[src/rtl/mem_arbiter.sv]
// Arbitrates the single pipelined main-memory port between the I-side and D-side caches.
// Sequences block fills and write-through stores, tagging returned fill words with their index.
module mem_arbiter #(
  parameter int  BLK_WORDS = 8,
  localparam int IDX_W     = $clog2(BLK_WORDS)
) (
  input  logic             clk,
  input  logic             rst_n,
  input  logic             i_req,
  input  logic [15:0]      i_addr,
  input  logic             d_req,
  input  logic             d_wr,
  input  logic [15:0]      d_addr,
  input  logic [15:0]      d_wdata,
  output logic [15:0]      fill_data,
  output logic             i_data_valid,
  output logic             d_data_valid,
  output logic [IDX_W-1:0] word_idx,
  output logic             i_done,
  output logic             d_done,
  output logic             mem_en,
  output logic             mem_wr,
  output logic [15:0]      mem_addr,
  output logic [15:0]      mem_wdata,
  input  logic [15:0]      mem_rdata,
  input  logic             mem_rvalid,
  output logic             busy
);

  typedef enum logic [1:0] {IDLE, FILL_I, FILL_D, WRITE} state_t;

  localparam logic [IDX_W:0]   BLK_CNT  = (IDX_W+1)'(BLK_WORDS);
  localparam logic [IDX_W-1:0] LAST_IDX = IDX_W'(BLK_WORDS - 1);

  state_t           state_reg, state_next;
  logic [15:0]      addr_reg;
  logic [15:0]      wdata_reg;
  logic             last_d_reg;
  logic [IDX_W:0]   issue_cnt_reg;
  logic [IDX_W-1:0] ret_cnt_reg;

  logic             grant_i, grant_d;
  logic             in_fill, issuing, last_ret;
  logic [15:0]      issue_addr;

  assign in_fill    = (state_reg == FILL_I) || (state_reg == FILL_D);
  assign issuing    = in_fill && (issue_cnt_reg < BLK_CNT);
  assign last_ret   = in_fill && mem_rvalid && (ret_cnt_reg == LAST_IDX);
  // Block base has its low IDX_W+1 bits cleared, so the word offset slots straight in.
  assign issue_addr = {addr_reg[15:IDX_W+1], issue_cnt_reg[IDX_W-1:0], 1'b0};
  assign fill_data  = mem_rdata;
  assign busy       = (state_reg != IDLE);

  always_comb begin
    state_next   = state_reg;
    grant_i      = 1'b0;
    grant_d      = 1'b0;
    i_data_valid = 1'b0;
    d_data_valid = 1'b0;
    word_idx     = '0;
    i_done       = 1'b0;
    d_done       = 1'b0;
    mem_en       = 1'b0;
    mem_wr       = 1'b0;
    mem_addr     = 16'h0000;
    mem_wdata    = 16'h0000;
    case (state_reg)
      IDLE: begin
        // On a tie the side that did not win last time gets the port.
        if (d_req && (!i_req || !last_d_reg)) begin
          grant_d    = 1'b1;
          state_next = d_wr ? WRITE : FILL_D;
        end else if (i_req) begin
          grant_i    = 1'b1;
          state_next = FILL_I;
        end
      end
      FILL_I, FILL_D: begin
        if (issuing) begin
          mem_en   = 1'b1;
          mem_addr = issue_addr;
        end
        word_idx     = ret_cnt_reg;
        i_data_valid = (state_reg == FILL_I) && mem_rvalid;
        d_data_valid = (state_reg == FILL_D) && mem_rvalid;
        if (last_ret) begin
          i_done     = (state_reg == FILL_I);
          d_done     = (state_reg == FILL_D);
          state_next = IDLE;
        end
      end
      WRITE: begin
        mem_en     = 1'b1;
        mem_wr     = 1'b1;
        mem_addr   = addr_reg;
        mem_wdata  = wdata_reg;
        d_done     = 1'b1;
        state_next = IDLE;
      end
      default: state_next = IDLE;
    endcase
  end

  always_ff @(posedge clk or negedge rst_n) begin
    if (!rst_n) begin
      state_reg     <= IDLE;
      addr_reg      <= 16'h0000;
      wdata_reg     <= 16'h0000;
      last_d_reg    <= 1'b0;
      issue_cnt_reg <= '0;
      ret_cnt_reg   <= '0;
    end else begin
      state_reg <= state_next;
      if (grant_i) begin
        addr_reg <= i_addr;
      end
      if (grant_d) begin
        addr_reg  <= d_addr;
        wdata_reg <= d_wdata;
      end
      if (grant_i || grant_d) begin
        last_d_reg    <= grant_d;
        issue_cnt_reg <= '0;
        ret_cnt_reg   <= '0;
      end else if (in_fill) begin
        if (issuing) begin
          issue_cnt_reg <= issue_cnt_reg + 1'b1;
        end
        if (mem_rvalid) begin
          ret_cnt_reg <= ret_cnt_reg + 1'b1;
        end
      end
    end
  end

endmodule

[config.mk]
export PLATFORM = sky130hd
export DESIGN_NAME = mem_arbiter
export DESIGN_NICKNAME = d
export VERILOG_FILES = /design/src/rtl/mem_arbiter.sv
export SDC_FILE = /design/constraint.sdc
export NUM_CORES = 1
export LEC_CHECK = 0
export CORE_UTILIZATION = 28
export DETAILED_ROUTE_END_ITERATION = 8
export MAX_ROUTING_LAYER = met4
export SETUP_SLACK_MARGIN = 0.1
export SLEW_MARGIN = 0
export SYNTH_ARGS = -nofsm -noshare
export SYNTH_HDL_FRONTEND = slang
export SYNTH_SLANG_ARGS = --single-unit
[constraint.sdc]
create_clock -name clk -period 1.75 [get_ports clk]
set_clock_uncertainty 0.1 [all_clocks]
set_input_delay 0.175 -clock clk [delete_from_list [all_inputs] [get_ports clk]]
set_output_delay 0.175 -clock clk [all_outputs]
set_load 0.03 [all_outputs]
==> metrics <==
status finished, violations left; failing checks negative setup slack; gpl congestion 0.726; area grow syn2layout 77.8%; clk sinks 42; Yosys warnings 0; Slew Limit Fails 0; peak supply drop 0.790 mV; Core Rows 32; Pre-antenna DRT Iters 4; fin cells 425; critical path type reg2out; crit-path max FO 11; Worst setup EP type output port; vias in the first global route 1995; fillcell total 694; post-route setup slack -225 ps; reg2reg start state_reg[1]; fin crit period roughly 2000 ps; Reg2Reg Depth 10; Syn Area/Cell ~11 µm²; # H-tree levels 2; Total GRT Usage 16.0%; Critical Path Start state_reg[0]; routed via count 1931; CP Data Required Time 1470 ps; Residual DRC 0; leakage around 1.9 nW; Cell Area, Synth approximately 2300 µm²; RSZ-0062 raised after global routing yes; final WL approximately 6800 µm; Die Y-Extent around 93 µm; Worst Path Arrival 1700 ps; clk_lat worst skew 290 ps; Max clock buf depth 2; worst relative slew slack 73.0%; Seq/Total Area, Yosys 45.3%; Post-Place Setup Slack -129 ps; cell area power density between 1500 and 2000 nW/µm²; io pins 128; Fin. Hold Viols 0; wire per inst 15.9 µm; layout cells sized above 1 a little under half; vias per cell ~4.5; root buffer cell clkbuf_8; initial antenna violation count 0; Synth Instances 208; Seq cells post-synth 42; Setup violations, final 44; # diodes 0; nets@finish 400; number of CTS-inserted buffers 5; Worst R2R End addr_reg[6]; final clock period utilization by the worst path 113%; library cells used by synthesis 31; max-cap violations 0; R2R setup slack -30 ps; first-pass GRT wire length around 10000 µm; CTS tree yes; Worst Setup EP d_done; DP Wirelength 4300 µm; antenna viol nets, final 0; Syn Nets 286; Iteration-0 DRC Markers 48; Starting Density 29.4%; Hold WC Path Type in2async; crit start category register; Core Region 7890 µm²; IO Port Bufs 95; worst-margin pin slew 405 ps; top achievable clock speed 506 MHz; Remaining Overflow, GRT 0; Placed Cells about 400; largest net degree at the start of global routing 28; die area roughly 8700 µm²; Clock Pin Slew Worst Setup and Hold Paths about 80 ps; post-layout util 52.3%; die width 93.1 µm
## worst min path at each step
| stage | from | end | slack, ps | cells after the start |
|---|---|---|---|---|
| finish | rst_n | wdata_reg[3] | 240 | 2 |
| global route | mem_rdata[5] | fill_data[5] | 250 | 0 |
| CTS | rst_n | wdata_reg[2] | 240 | 2 |
| floorplan | rst_n | addr_reg[0] | -220 | 0 |
| global placement | rst_n | wdata_reg[1] | 30 | 1 |
| detailed placement | rst_n | wdata_reg[3] | 20 | 1 |
## worst max-delay path: stages (launching register included)
cell and delay (ps):
dfrtp_1 390, inv_2 110, ha_4 220, buf_4 160, and3_4 170, a21oi_4 160, nor2_4 40, buf_4 160
## report_power, final
part	internal, W	switching, W	total [W]
Combinational	0.00267	0.00211	0.00478
Sequential	0.00142	0.000275	0.00170
Clock	0.000427	0.000326	0.000753
## synthesized netlist by cell type
library cell  count  area (µm²)
dfrtp_1          42        1050
and2_1           33         206
nand2b_1         17         106
buf_4            16         120
o221a_1          16         180
mux2_4           10         150
nor2_1           10        37.5
ha_1              8         100
nand2_1           7        26.3
buf_2             6        30.0
mux2_1            6        67.6
a21oi_1           5        25.0
inv_1             5        18.8
a22oi_1           3        22.5
clkbuf_1          3        11.3
a21boi_0          2        15.0
and3_1            2        12.5
buf_6             2        22.5
nand3_1           2        10.0
xor2_1            2        17.5
a21boi_2          1        11.3
a41oi_1           1        8.76
mux2_2            1        11.3
nand2_2           1        6.26
nand3b_1          1        7.51
nor2b_1           1        6.26
o211ai_2          1        12.5
o21a_1            1        7.51
o21ai_1           1        5.00
o22ai_1           1        6.26
xnor2_1           1        8.76
## layout make-up
type	count	area, µm²	area share [%]
Timing Repair Buffer	133	1460	35.5
Multi-Input combinational cell	135	1360	32.9
Sequential cell	42	1050	25.5
Tap cell	102	128	3.09
Clock buffer	7	76.3	1.85
Clock inverter	1	30.0	0.727
Inverter	5	22.5	0.545
## routing by layer
metal  track usage, %  part of all wire [%]  routed length (µm)  vias to the layer above
met2             26.5                    51                3480                       49
met5                -                     0                   0                        -
li1                 -                     -                   -                      932
met4             4.74                   1.4                  94                        0
met3             2.52                   3.4                 230                       11
met1             20.3                    44                2960                      939
## what timing repair did
item	4_1_cts	5_1_grt
resized for setup	73	16
cloned	5	2
setup buffers	5	6
pin swaps	9	16
setup endpoints to repair	59	82
endpoints found under the hold margin	15	0
hold buffers	1	0
## cells by family (layout without fill, tap and decap cells)
| kind of cell | count (synthesis) | count (layout) | synth area share (%) |
|---|---|---|---|
| AND/OR/NAND/NOR | 74 | 74 | 18.1 |
| flip-flops | 42 | 42 | 45.3 |
| AO/OA/AOI/OAI | 32 | 33 | 12.7 |
| buffers and inverters | 32 | 146 | 8.73 |
| multiplexers | 17 | 17 | 9.86 |
| adder cells (fa/ha/maj) | 8 | 8 | 4.31 |
| XOR/XNOR | 3 | 3 | 1.13 |
## cell usage in the layout, fill, tap and decap left out, types with 3 or more instances in the layout
cell and instances:
dfrtp_1 42, a21oi_1 3, ha_4 4, clkdlybuf4s50_1 52
buf_4 29, ha_1 4, clkbuf_16 3, buf_6 38
nand2b_4 10, mux2_4 16, nand2_1 7, buf_12 6
and2_4 13, o221a_1 16, nor2_1 7, and2_1 20
clkbuf_8 5, nand2b_1 7
## stage by stage
stage               hold slack [ps]  instance area (µm²)  power [W]  TNS [ps]
global placement               25.9                 3390    0.00511      -793
detailed placement             22.9                 3390    0.00514     -1460
finish                          243                 4130    0.00723     -4560
floorplan                      -221                 2400    0.00402      -135
CTS                             237                 3980    0.00689     -5250
global route                    250                 4130    0.00766     -8770
(Power assumes the default switching activity.)
